File: src/rtl/bubble_buffer_loader.sv
// bubble_buffer_loader
// Turns the SPI loader byte stream into single-bit writes on the bubble
// out-buffer write port. Bytes are sent LSB first. Channels are interleaved
// for 2-channel or 4-channel operation, and a zero pad is written ahead of
// page data. Completion is signalled on DONE; starvation or abort sets ERR.
module bubble_buffer_loader #(
    parameter int BOOT_POS  = 1328,
    parameter int PAGE_BASE = 7168,
    parameter int PAGE_PAD  = 3,
    parameter int PAGE_POS  = 584,
    parameter int TIMEOUT   = 4096
) (
    input  logic        MCLK,
    input  logic        RESET,
    input  logic        BITWIDTH4,
    input  logic        START,
    input  logic        MODE,
    input  logic        ABORT,
    input  logic [7:0]  BYTE_DATA,
    input  logic        BYTE_VALID,
    output logic        BYTE_READY,
    output logic        nOUTBUFWRCLKEN,
    output logic [14:0] OUTBUFWRADDR,
    output logic        OUTBUFWRDATA,
    output logic        BUSY,
    output logic        DONE,
    output logic        ERR
);

    // A bit index is {position, channel}, so a linear index is the write address.
    localparam logic [14:0] BOOT_LAST_2  = 15'(BOOT_POS * 2 - 1);
    localparam logic [14:0] BOOT_LAST_4  = 15'(BOOT_POS * 4 - 1);
    localparam logic [14:0] PAGE_FIRST_2 = 15'(PAGE_BASE * 2);
    localparam logic [14:0] PAGE_FIRST_4 = 15'(PAGE_BASE * 4);
    localparam logic [14:0] PAGE_LAST_2  = 15'((PAGE_BASE + PAGE_POS) * 2 - 1);
    localparam logic [14:0] PAGE_LAST_4  = 15'((PAGE_BASE + PAGE_POS) * 4 - 1);

    localparam int PAD_W = (PAGE_PAD * 4 > 2) ? $clog2(PAGE_PAD * 4) : 1;
    localparam logic [PAD_W-1:0] PAD_LAST_2 = PAD_W'(PAGE_PAD * 2 - 1);
    localparam logic [PAD_W-1:0] PAD_LAST_4 = PAD_W'(PAGE_PAD * 4 - 1);

    localparam int TMO_W = (TIMEOUT > 2) ? $clog2(TIMEOUT) : 1;
    localparam logic [TMO_W-1:0] TMO_LAST = TMO_W'(TIMEOUT - 1);

    typedef enum logic [2:0] {
        S_IDLE,
        S_PAD,
        S_FETCH,
        S_SHIFT,
        S_FIN
    } state_t;

    state_t state, next_state;

    // Load configuration latched at START.
    logic             mode_q;
    logic             wide_q;

    // Datapath.
    logic [14:0]      bit_idx;
    logic [PAD_W-1:0] pad_cnt;
    logic [7:0]       shift_q;
    logic [3:0]       bits_left;
    logic [TMO_W-1:0] tmo_cnt;

    // Decoded events.
    logic             start_ok;
    logic             abort_hit;
    logic             handshake;
    logic             tmo_hit;
    logic             final_wr;
    logic [14:0]      last_idx;
    logic [PAD_W-1:0] pad_last;

    // Next-cycle values for the registered outputs.
    logic             wr_req;
    logic             wr_bit;
    logic             ready_next;
    logic             busy_next;
    logic             done_next;

    // BYTE_READY is only ever high in FETCH, so it doubles as the FETCH qualifier.
    assign start_ok  = (state == S_IDLE) && START;
    assign abort_hit = (state != S_IDLE) && ABORT;
    assign handshake = BYTE_READY && BYTE_VALID;
    assign tmo_hit   = (state == S_FETCH) && !handshake && (tmo_cnt == TMO_LAST);
    assign last_idx  = mode_q ? (wide_q ? PAGE_LAST_4 : PAGE_LAST_2)
                              : (wide_q ? BOOT_LAST_4 : BOOT_LAST_2);
    assign pad_last  = wide_q ? PAD_LAST_4 : PAD_LAST_2;
    assign final_wr  = (state == S_SHIFT) && (bit_idx == last_idx);

    // State register.
    // NOTE: clocked state uses non-blocking assignments so every register samples pre-edge values.
    always_ff @(posedge MCLK or posedge RESET) begin
        if (RESET) begin
            state <= S_IDLE;
        end else begin
            state <= next_state;
        end
    end

    // Next-state logic; ABORT overrides every transition out of a busy state.
    always_comb begin
        // NOTE: default assignment first so no path leaves next_state unassigned (no latch).
        next_state = state;
        case (state)
            S_IDLE: begin
                if (START) begin
                    next_state = MODE ? S_PAD : S_FETCH;
                end
            end
            S_PAD: begin
                if (pad_cnt == pad_last) begin
                    next_state = S_FETCH;
                end
            end
            S_FETCH: begin
                if (handshake) begin
                    next_state = S_SHIFT;
                end else if (tmo_hit) begin
                    next_state = S_IDLE;
                end
            end
            S_SHIFT: begin
                if (final_wr) begin
                    next_state = S_FIN;
                end else if (bits_left == 4'd1) begin
                    next_state = S_FETCH;
                end
            end
            S_FIN: begin
                next_state = S_IDLE;
            end
            default: begin
                next_state = S_IDLE;
            end
        endcase
        if (abort_hit) begin
            next_state = S_IDLE;
        end
    end

    // Output decode: write request for this cycle plus status for the next one.
    always_comb begin
        wr_req     = 1'b0;
        wr_bit     = 1'b0;
        ready_next = (next_state == S_FETCH);
        busy_next  = (next_state == S_PAD) || (next_state == S_FETCH) ||
                     (next_state == S_SHIFT);
        done_next  = (next_state == S_FIN);
        case (state)
            S_PAD: begin
                wr_req = !ABORT;
            end
            S_SHIFT: begin
                wr_req = !ABORT;
                wr_bit = shift_q[0];
            end
            default: begin
                wr_req = 1'b0;
            end
        endcase
    end

    // Registered write port and status outputs.
    always_ff @(posedge MCLK or posedge RESET) begin
        if (RESET) begin
            nOUTBUFWRCLKEN <= 1'b1;
            OUTBUFWRADDR   <= '0;
            OUTBUFWRDATA   <= 1'b0;
            BYTE_READY     <= 1'b0;
            BUSY           <= 1'b0;
            DONE           <= 1'b0;
            ERR            <= 1'b0;
        end else begin
            nOUTBUFWRCLKEN <= !wr_req;
            if (wr_req) begin
                OUTBUFWRADDR <= bit_idx;
                OUTBUFWRDATA <= wr_bit;
            end
            BYTE_READY <= ready_next;
            BUSY       <= busy_next;
            DONE       <= done_next;
            if (start_ok) begin
                ERR <= 1'b0;
            end else if (abort_hit || tmo_hit) begin
                ERR <= 1'b1;
            end
        end
    end

    // Datapath: configuration latch, bit index, pad count, shifter, timeout.
    always_ff @(posedge MCLK or posedge RESET) begin
        if (RESET) begin
            mode_q    <= 1'b0;
            wide_q    <= 1'b0;
            bit_idx   <= '0;
            pad_cnt   <= '0;
            shift_q   <= '0;
            bits_left <= '0;
            tmo_cnt   <= '0;
        end else begin
            case (state)
                S_IDLE: begin
                    if (START) begin
                        mode_q  <= MODE;
                        wide_q  <= BITWIDTH4;
                        bit_idx <= MODE ? (BITWIDTH4 ? PAGE_FIRST_4 : PAGE_FIRST_2) : '0;
                        pad_cnt <= '0;
                        tmo_cnt <= '0;
                    end
                end
                S_PAD: begin
                    pad_cnt <= pad_cnt + PAD_W'(1);
                    bit_idx <= bit_idx + 15'd1;
                end
                S_FETCH: begin
                    if (handshake) begin
                        shift_q   <= BYTE_DATA;
                        bits_left <= 4'd8;
                        tmo_cnt   <= '0;
                    end else begin
                        tmo_cnt <= tmo_cnt + TMO_W'(1);
                    end
                end
                S_SHIFT: begin
                    shift_q   <= shift_q >> 1;
                    bits_left <= bits_left - 4'd1;
                    bit_idx   <= bit_idx + 15'd1;
                end
                default: begin
                    bit_idx <= bit_idx;
                end
            endcase
        end
    end

endmodule

File: config.mk
export PLATFORM = sky130hd
export DESIGN_NAME = bubble_buffer_loader
export DESIGN_NICKNAME = d
export VERILOG_FILES = /design/src/rtl/bubble_buffer_loader.sv
export SDC_FILE = /design/constraint.sdc
export NUM_CORES = 1
export LEC_CHECK = 0
export CAP_MARGIN = 20
export CORE_MARGIN = 10
export CORE_UTILIZATION = 40
export CTS_BUF_LIST = sky130_fd_sc_hd__clkbuf_8
export DETAILED_ROUTE_END_ITERATION = 7
export SKIP_LAST_GASP = 1
export SYNTH_ARGS = -nofsm -noshare
export SYNTH_HDL_FRONTEND = slang
export SYNTH_SLANG_ARGS = --single-unit
File: constraint.sdc
create_clock -name MCLK -period 3 [get_ports MCLK]
set_input_delay 0.6 -clock MCLK [delete_from_list [all_inputs] [get_ports MCLK]]
set_output_delay 0.6 -clock MCLK [all_outputs]
set_load 0.02 [all_outputs]
### Word level (Yosys, flattened, before mapping)

Index checks and enable logic that the tools add are counted.

* register bits after elaboration: 69
* output and inout port bits: 21

* add/sub/neg operators: 4
* equality and inequality tests: 13
* mux-type cells: 30
* reductions and logical operators: 25

Operators by type and width (count)
* $mux W15: 5
* $pmux W15 S2: 1
* $mux W12: 2
* $pmux W12 S2: 1
* $mux W3: 7
* $pmux W4 S2: 2
* $pmux W8 S2: 1
* $add A15 B1 Y15 const B: 1
* $eq A15 B15 Y1: 1
* $mux W13: 1
* $add A12 B1 Y12 const B: 1
* $eq A12 B12 Y1 const B: 1
* $eq A3 B2 Y1 const B: 4
* $mux W4: 3
* $pmux W3 S4: 1
* $reduce_and A2 Y1: 5
* $reduce_bool A2 Y1: 5
* $mux W8: 1
* $eq A3 B1 Y1 const B: 2
* $logic_and A1 B1 Y1: 6
* $add A4 B1 Y4 const B: 1
* $eq A4 B1 Y1 const B: 1
* $eq A4 B4 Y1: 1
* $mux W1: 4
* other kinds (9): 14

### Logic depth before layout (Yosys ltp)

Gate-level depths: netlist of run 1.

* depth after elaboration: 11
* gate-level depth with buffers: 7

### Worst setup path before layout of run 1

Ideal clock, no wire load.

* path kind: reg-to-reg
* start: register mode_q
* end: register BYTE_READY
* cell stages (with the launch flop): 8
* arrival: 1.752 ns
* required time: 2.922 ns
* path slack: 1.171 ns
* period minus slack after synthesis: 1.829 ns
* path through: dfrtp_1 -> inv_1 -> ha_1 -> or3_1 -> a22oi_2 -> nand3_2 -> a211oi_2 -> a21boi_1

* longest elaborated chain between the ends: 7

RTL lines
* from (decl): RTL line 56 `logic mode_q;`
* from (signal assigned): RTL line 195 `mode_q <= 1'b0;`
* from (signal assigned): RTL line 206 `mode_q <= MODE;`
* $mux W15: RTL line 87 `assign last_idx = mode_q ? (wide_q ? PAGE_LAST_4 : PAGE_LAST_2)`
* $eq A15 B15 Y1: RTL line 90 `assign final_wr = (state == S_SHIFT) && (bit_idx == last_idx);`
* $logic_and A1 B1 Y1: RTL line 90
* $mux W3: RTL line 125 `if (final_wr) begin`
* $pmux W3 S4: RTL line 106 `case (state)`
* $mux W3: RTL line 138 `if (abort_hit) begin`
* $eq A3 B2 Y1: RTL line 147 `ready_next = (next_state == S_FETCH);`
* via ready_next: RTL line 78 `logic ready_next;`
* to (signal assigned): RTL line 181 `BYTE_READY <= ready_next;`
* to (decl): RTL line 21 `output logic BYTE_READY,`

The timed path passes the listed nets, and every way through them passes these cells.
A chain may end at the register's enable or synchronous reset.

### Worst setup path in the final report of run 1

* start: input port START
* end: register BYTE_READY

* longest elaborated chain between the ends: 4

RTL lines
* from (decl): RTL line 16 `input logic START,`
* $mux W3: RTL line 108 `if (START) begin`
* $pmux W3 S4: RTL line 106
* $mux W3: RTL line 138
* $eq A3 B2 Y1: RTL line 147
* via ready_next: RTL line 78

The timed path passes the listed nets, and every way through them passes these cells.

==> results of run 1 <==
==> registers in the layout (all words and copies together) (netlist names), 3 cells and up <==
name	count
pad_cnt	4
tmo_cnt	12
bit_idx	15
state	3
bits_left	4
shift_q	8
OUTBUFWRADDR	15
==> cell usage in the layout (no fill, tap or decap), types with 3 or more instances in the layout <==
cell and count:
sky130_fd_sc_hd__mux2i_1 3, sky130_fd_sc_hd__inv_1 10, sky130_fd_sc_hd__mux2_2 13, sky130_fd_sc_hd__nor4_1 4, sky130_fd_sc_hd__ha_1 11, sky130_fd_sc_hd__a31oi_1 3
sky130_fd_sc_hd__nor3_1 3, sky130_fd_sc_hd__nor2_1 38, sky130_fd_sc_hd__clkbuf_8 10, sky130_fd_sc_hd__o21ai_0 29, sky130_fd_sc_hd__o22ai_1 8, sky130_fd_sc_hd__xnor2_1 5
sky130_fd_sc_hd__a21oi_1 11, sky130_fd_sc_hd__or3_1 5, sky130_fd_sc_hd__clkdlybuf4s50_1 35, sky130_fd_sc_hd__nand4_1 8, sky130_fd_sc_hd__nand2_1 47, sky130_fd_sc_hd__clkinv_2 3
sky130_fd_sc_hd__dfrtp_1 68, sky130_fd_sc_hd__xor2_1 8, sky130_fd_sc_hd__nand3_1 26
==> cells in the mapped netlist, types with 2 or more instances <==
master                     number  area share (%)
sky130_fd_sc_hd__buf_2          5            0.73
sky130_fd_sc_hd__inv_1         11             1.2
sky130_fd_sc_hd__o21a_1         2            0.44
sky130_fd_sc_hd__mux2_2        13             4.3
sky130_fd_sc_hd__xor2_1         8             2.0
sky130_fd_sc_hd__ha_1          11             4.0
sky130_fd_sc_hd__o22ai_1        8             1.5
sky130_fd_sc_hd__nand3_1       26             3.8
sky130_fd_sc_hd__nor3_1         3            0.44
sky130_fd_sc_hd__nand4_1        8             1.5
sky130_fd_sc_hd__a22o_1         2            0.51
sky130_fd_sc_hd__nor2_1        38             4.2
sky130_fd_sc_hd__nand2_1       47             5.1
sky130_fd_sc_hd__nor4_1         4            0.73
sky130_fd_sc_hd__dfrtp_1       68              50
sky130_fd_sc_hd__or3_1          5            0.91
sky130_fd_sc_hd__mux2i_1        3            0.87
sky130_fd_sc_hd__a211oi_1       2            0.44
sky130_fd_sc_hd__o21ai_1        2            0.29
sky130_fd_sc_hd__and2_1         2            0.36
sky130_fd_sc_hd__clkbuf_1       3            0.33
sky130_fd_sc_hd__a31oi_1        3            0.55
sky130_fd_sc_hd__a21oi_1       11             1.6
sky130_fd_sc_hd__or4b_1         2            0.58
sky130_fd_sc_hd__xnor2_1        5             1.3
sky130_fd_sc_hd__nor2_2         2            0.36
sky130_fd_sc_hd__o21ai_0       29             4.2
sky130_fd_sc_hd__a211oi_2       2            0.73
==> cell families (layout without fill, tap and decap cells) <==
kind of cell | after synthesis | after routing | synth area share [%]
buf+inv | 22 | 66 | 2.807
flops | 69 | 69 | 50.35
simple gates | 151 | 151 | 22.35
fa+ha+maj | 11 | 11 | 4.010
xor+xnor | 13 | 13 | 3.318
compound gates | 68 | 68 | 12.03
mux | 16 | 16 | 5.140
==> routing by layer <==
metal,GRT usage (%),vias to the layer above,share of wire [%]
li1,-,1306,-
met1,17.64,1274,51
met2,17.93,44,43
met3,3.355,4,4.5
met4,5.584,0,0.93
met5,0,-,0
==> metrics by stage <==
| stage | hold slack (ns) | power, W | worst slack, ns |
|---|---|---|---|
| floorplan | 0.4487 | 0.002283 | 0.6618 |
| global placement | 0.4604 | 0.002691 | 0.5703 |
| detailed placement | 0.4690 | 0.002719 | 0.5186 |
| CTS | 0.4849 | 0.003414 | 0.8567 |
| global route | 0.5247 | 0.003638 | 0.7095 |
| finish | 0.4731 | 0.003378 | 0.8478 |
==> final cells by class <==
type	count	area, um2
Clock buffer	10	137.6
Multi-Input combinational cell	259	1608
Inverter	12	45.04
Tap cell	105	131.4
Timing Repair Buffer	38	385.4
Fill cell	778	4225
Sequential cell	69	1728
Clock inverter	6	38.79
==> power by group through the flow <==
| stage | clock (W) | combinational (W) | sequential, W |
|---|---|---|---|
| CTS | 0.000699 | 0.00127 | 0.00145 |
| detailed placement | 0 | 0.00126 | 0.00146 |
| floorplan | 0 | 0.000806 | 0.00148 |
| global placement | 0 | 0.00124 | 0.00145 |
| global route | 0.000740 | 0.00141 | 0.00149 |
| finish | 0.000681 | 0.00125 | 0.00145 |
==> tightest hold or removal path: stages (launching register included) <==
cell	delay [ns]
sky130_fd_sc_hd__dfrtp_1	0.35
sky130_fd_sc_hd__nand2_1	0.05
sky130_fd_sc_hd__nand2_1	0.05
==> worst max-delay path by stage <==
stage,start,endpoint,slack [ns],depth (start not counted)
floorplan,RESET,BUSY,0.66,1
global placement,START,BYTE_READY,0.57,6
detailed placement,START,BYTE_READY,0.52,6
CTS,START,BYTE_READY,0.86,6
global route,state[1],shift_q[5],0.71,5
finish,START,BYTE_READY,0.85,6
==> results_tabular.tex, run 1 <==
\begin{tabular}{lr}
\hline
Metric & Value \\
\hline
\multicolumn{2}{l}{\textbf{Layout}} \\
Final \#Nets & around 420 \\
Finished layout cell area & roughly 4100 um2 \\
Share of final-layout standard cells stronger than drive strength 1 & about 12\% \\
Final core utilization & 49.09\% \\
Growth of design area from synthesis to finish & 18.70\% \\
Post-layout instance count excluding filler cells & around 500 \\
Diode insertion count for antenna repair & 0 \\
\multicolumn{2}{l}{\textbf{Logic synthesis}} \\
Number of enable flip-flop cells after synthesis & 0 \\
Synth async-reset ratio & 100.0\% \\
Number of warnings reported in the yosys synthesis log & 0 \\
Register bit count reported by yosys & 69 \\
Cell area after synthesis & roughly 3400 um2 \\
Average footprint of a synthesized cell & just under 10 um2 \\
Net count of the mapped netlist & approximately 380 \\
Cell count after synthesis & 350 \\
Sequential-to-total area share from yosys stat & just over 50\% \\
Top FF cell, synth & sky130\_fd\_sc\_hd\_\_dfrtp\_1 \\
Post-synthesis cell type count & 53 \\
\multicolumn{2}{l}{\textbf{CTS}} \\
CTS clock-pin slew for the worst setup and hold paths & approximately 0.080 ns \\
Number of cells upsized or downsized after cts & 0 \\
Maximum level of the CTS H-tree & 3 \\
Clock network latency to the later pin of the worst-skew pair & between 0.3 and 0.4 ns \\
Hold\_buf cts & 0 \\
Root buffer selected by CTS & sky130\_fd\_sc\_hd\_\_clkbuf\_8 \\
Clock net sink count & 69 \\
Number of buffers inserted during clock tree synthesis & 9 \\
TritonCTS clock tree & yes \\
Total setup buffers inserted after CTS & 0 \\
Buffer levels on the longest clock path & 2 \\
\multicolumn{2}{l}{\textbf{Routing}} \\
Drt wl/cell & 15.48 um \\
Count of vias placed by the detailed router & 2628 \\
ANT nets after route & 0 \\
Drc violations & 0 \\
Via-per-instance ratio & 5.267 \\
Starting DRT DRC Count & just under 100 \\
Total Routed Length & just under 8000 um \\
Count of TritonRoute iterations in the first routing pass & 6 \\
\multicolumn{2}{l}{\textbf{Critical path}} \\
Worst-case reg-to-reg path depth & 7 \\
Arrival time worst endpoint & roughly 2.4 ns \\
Critical register-to-register path startpoint & wide\_q \\
Worst EP required & 3.27 ns \\
CP Buf/Inv Count & 1 \\
Peak per-stage delay on the critical path & between 0.7 and 0.8 ns \\
Element type at the critical path end & flop \\
CP Max Fanout & 11 \\
Family of cells with the greatest summed delay on the critical path & simple AND/OR/NAND/NOR gates \\
Critical path start-end classification & in2reg \\
Worst-path cell chain & clkdlybuf4s50\_1 -> or4b\_1 -> nor2\_1 -> a311oi\_1 -> a2bb2oi\_1 -> a21boi\_1 \\
Critical Path Start Type & input port \\
Internal reg-to-reg setup slack & 0.89 ns \\
Capture point of the worst reg-to-reg path & BYTE\_READY \\
Worst-path cell with the longest stage delay & sky130\_fd\_sc\_hd\_\_or4b\_1 \\
\multicolumn{2}{l}{\textbf{Die}} \\
Overall die area & between 10000 and 15000 um2 \\
Starting Density & 41.35\% \\
Die height & between 100 and 150 um \\
Horizontal die dimension & about 110 um \\
Number of standard-cell rows in the floorplan & 33 \\
Number of top-level pins & 36 \\
Core Footprint & 8299 um2 \\
\multicolumn{2}{l}{\textbf{Pwr}} \\
Fraction of power spent switching nets & 39.25\% \\
Net switching component of the power & roughly 0.0013 W \\
Clock Power Share & roughly 20\% \\
Static Leak & about 1.7 nW \\
Worst IR drop on VDD & between 0.2 and 0.3 mV \\
Fraction of power consumed by combinational cells & between 30\% and 40\% \\
Power Density & between 800 and 900 nW/um2 \\
Reg power frac & between 40\% and 50\% \\
Internal power & 0.002052 W \\
\multicolumn{2}{l}{\textbf{Global routing}} \\
Vias in the first global route & about 2600 \\
Largest net degree at the start of global routing & 47 \\
Total GRT Usage & $\sim$13\% \\
Initial antenna violation count & 0 \\
Overflow left after global routing & 0 \\
Wire length of the first global-routing pass & around 13000 um \\
\multicolumn{2}{l}{\textbf{Hold path}} \\
Hold Path Cell Cnt & 2 \\
Hold path endpoint & OUTBUFWRDATA \\
Worst min path class & reg2reg \\
Worst Min Path Start & OUTBUFWRDATA \\
\multicolumn{2}{l}{\textbf{Placed design}} \\
Placed Cells incl. Taps & between 400 and 500 \\
Count of buffers from port buffering & 35 \\
Final RePlAce weighted congestion & just over 0.8 \\
Placed wire-length estimate after detailed placement & about 5500 um \\
Cell area reported after detailed placement & about 3900 um2 \\
\multicolumn{2}{l}{\textbf{Timing}} \\
Number of setup violations in the final report & 0 \\
Total Negative Setup Slacks & 0 ns \\
Tightest slew margin relative to the limit & 53.21\% \\
Layout Skew & between 0.009 and 0.01 ns \\
Fin. Hold Viols & 0 \\
Maximum clock frequency & $\sim$460 MHz \\
Final period utilization & 71.74\% \\
Final max-slew violation count & 0 \\
Setup repair after global routing missed its margin & false \\
Clock period minus final worst setup slack & about 2.2 ns \\
Slew at the pin closest to its max-slew limit & roughly 0.70 ns \\
\multicolumn{2}{l}{\textbf{Run status}} \\
Outcome & finished clean \\
\multicolumn{2}{l}{\textbf{Flow run}} \\
Total of max-cap violations & 0 \\
\hline
\end{tabular}
Power figures use the tool's default switching activity.
==> inputs of run 2 (changes only) <==
==> constraint.sdc (replaced) <==
create_clock -name MCLK -period 2.05 [get_ports MCLK]
set_input_delay 0.41 -clock MCLK [delete_from_list [all_inputs] [get_ports MCLK]]
set_output_delay 0.41 -clock MCLK [all_outputs]
set_load 0.02 [all_outputs]
==> results_tabular.tex, run 2 (same netlist as run 1, synthesis figures left out) <==
\begin{tabular}{lr}
\hline
Metric & Value \\
\hline
\multicolumn{2}{l}{\textbf{Routing}} \\
Count of TritonRoute iterations in the first routing pass & 4 \\
Starting DRT DRC Count & between 200 and 250 \\
ANT nets after route & 0 \\
Drc violations & 0 \\
Total Routed Length & just under 8000 um \\
Via-per-instance ratio & about 5.3 \\
Count of vias placed by the detailed router & $\sim$2700 \\
Drt wl/cell & about 15 um \\
\multicolumn{2}{l}{\textbf{Critical path}} \\
Critical Path Start Type & flop \\
Worst EP required & between 2 and 2.5 ns \\
Arrival time worst endpoint & roughly 2.2 ns \\
Internal reg-to-reg setup slack & 0.11 ns \\
Critical path start-end classification & reg2reg \\
Worst-case reg-to-reg path depth & 8 \\
CP Max Fanout & 4 \\
Element type at the critical path end & flop \\
\multicolumn{2}{l}{\textbf{Pwr}} \\
Static Leak & roughly 1.8 nW \\
Worst IR drop on VDD & 0.5636 mV \\
Power Density & between 1000 and 1500 nW/um2 \\
\multicolumn{2}{l}{\textbf{CTS}} \\
Root buffer selected by CTS & sky130\_fd\_sc\_hd\_\_clkbuf\_8 \\
Hold\_buf cts & 0 \\
Number of buffers inserted during clock tree synthesis & 9 \\
Maximum level of the CTS H-tree & 3 \\
CTS clock-pin slew for the worst setup and hold paths & roughly 0.080 ns \\
Clock net sink count & slightly below 70 \\
Clock network latency to the later pin of the worst-skew pair & 0.35 ns \\
TritonCTS clock tree & yes \\
Buffer levels on the longest clock path & 2 \\
\multicolumn{2}{l}{\textbf{Die}} \\
Number of standard-cell rows in the floorplan & 33 \\
Horizontal die dimension & roughly 110 um \\
Core Footprint & roughly 8300 um2 \\
Number of top-level pins & 36 \\
Starting Density & about 41\% \\
Die height & 112.6 um \\
Overall die area & 12690 um2 \\
\multicolumn{2}{l}{\textbf{Layout}} \\
Largest registers & OUTBUFWRADDR: 15 flops, bit\_idx: 15 flops, tmo\_cnt: 12 flops \\
Final \#Nets & around 430 \\
Share of final-layout standard cells stronger than drive strength 1 & between 10\% and 20\% \\
Highest-count cells in the layout ignoring fill and taps & sky130\_fd\_sc\_hd\_\_dfrtp\_1 (68), sky130\_fd\_sc\_hd\_\_nand2\_1 (47), sky130\_fd\_sc\_hd\_\_nor2\_1 (38), sky130\_fd\_sc\_hd\_\_clkdlybuf4s50\_1 (35), sky130\_fd\_sc\_hd\_\_o21ai\_0 (29) \\
Fill count & 768 \\
Final core utilization & 51.23\% \\
Growth of design area from synthesis to finish & 23.88\% \\
Diode insertion count for antenna repair & 0 \\
Commonest non-fill, non-tap cell in the layout & sky130\_fd\_sc\_hd\_\_dfrtp\_1 \\
\multicolumn{2}{l}{\textbf{Timing}} \\
Fin. Hold Viols & 0 \\
Slew at the pin closest to its max-slew limit & 0.5954 ns \\
Total Negative Setup Slacks & 0 ns \\
Number of setup violations in the final report & 0 \\
Tightest slew margin relative to the limit & roughly 60\% \\
Clock period minus final worst setup slack & around 2 ns \\
Maximum clock frequency & between 500 and 600 MHz \\
Layout Skew & between 0.01 and 0.015 ns \\
Tightest hold margin & $\sim$0.4 ns \\
Final max-slew violation count & 0 \\
Final period utilization & $\sim$95\% \\
\multicolumn{2}{l}{\textbf{Placed design}} \\
Final RePlAce weighted congestion & between 0.7 and 0.8 \\
Placed wire-length estimate after detailed placement & between 5000 and 6000 um \\
Count of buffers from port buffering & 35 \\
\multicolumn{2}{l}{\textbf{Global routing}} \\
Largest net degree at the start of global routing & 29 \\
Initial antenna violation count & 0 \\
Wire length of the first global-routing pass & about 13000 um \\
Total GRT Usage & approximately an eighth \\
Vias in the first global route & about 2700 \\
Overflow left after global routing & 0 \\
\multicolumn{2}{l}{\textbf{Hold path}} \\
Worst min path class & in2async \\
\multicolumn{2}{l}{\textbf{Flow run}} \\
Total of max-cap violations & 0 \\
\multicolumn{2}{l}{\textbf{Run status}} \\
Outcome & finished clean \\
\hline
\end{tabular}
[run 2: layout make-up]
class / count / area (um2) / area share (%)
inverters: 12 / 48.80 / 1.148
flip-flops and latches: 69 / 1728 / 40.64
repair buffers: 57 / 553.0 / 13.01
multi-input cells: 259 / 1624 / 38.20
clock buffers: 9 / 123.9 / 2.913
clock inverters: 7 / 42.54 / 1.001
well taps: 105 / 131.4 / 3.090
[run 2: critical path: stages (launching register included)]
cell and delay [ns]:
sky130_fd_sc_hd__dfrtp_1 0.43, sky130_fd_sc_hd__inv_2 0.08, sky130_fd_sc_hd__buf_4 0.15, sky130_fd_sc_hd__ha_1 0.20, sky130_fd_sc_hd__or3_1 0.32, sky130_fd_sc_hd__a22oi_2 0.15
sky130_fd_sc_hd__nand3_2 0.12, sky130_fd_sc_hd__a211oi_2 0.27, sky130_fd_sc_hd__a21boi_2 0.18
[run 2: worst paths after layout]
check                        startpoint              to
setup / recovery                 mode_q      BYTE_READY
min in group MCLK          OUTBUFWRDATA    OUTBUFWRDATA
hold reg to reg            OUTBUFWRDATA    OUTBUFWRDATA
hold / removal                    RESET            BUSY
setup reg to reg                 mode_q      BYTE_READY
max in group asynchronous         RESET  nOUTBUFWRCLKEN
[run 2: layer usage]
layer,global-route usage (%),part of all wire (%)
met1,17.41,50
met5,0,0
met2,18.39,44
met4,5.584,1.2
met3,3.461,4.9
[run 2: per-stage QoR]
| step | instance area, um2 | power [W] | std cells | setup WS [ns] |
|---|---|---|---|---|
| 3_5_place_dp | 4054 | 0.004110 | 500 | 0.002098 |
| 4_1_cts | 4220 | 0.005100 | 516 | 0.07071 |
| 5_1_grt | 4252 | 0.005476 | 518 | -0.002853 |
| 6_report | 4252 | 0.005079 | 518 | 0.1067 |
| 2_1_floorplan | 3436 | 0.003342 | 350 | 0.2206 |
| 3_3_place_gp | 4054 | 0.004061 | 500 | 0.01913 |
[run 2: power breakdown]
group	switching, W	internal (W)	total [W]
Combinational	0.00107	0.000944	0.00202
Clock	0.000532	0.000429	0.000961
Sequential	0.000369	0.00173	0.00210
[run 2: timing repair]
action                                  CTS  global route
buffers inserted                          0             2
endpoints found under the setup margin    0             1
gates resized for setup                   0             3
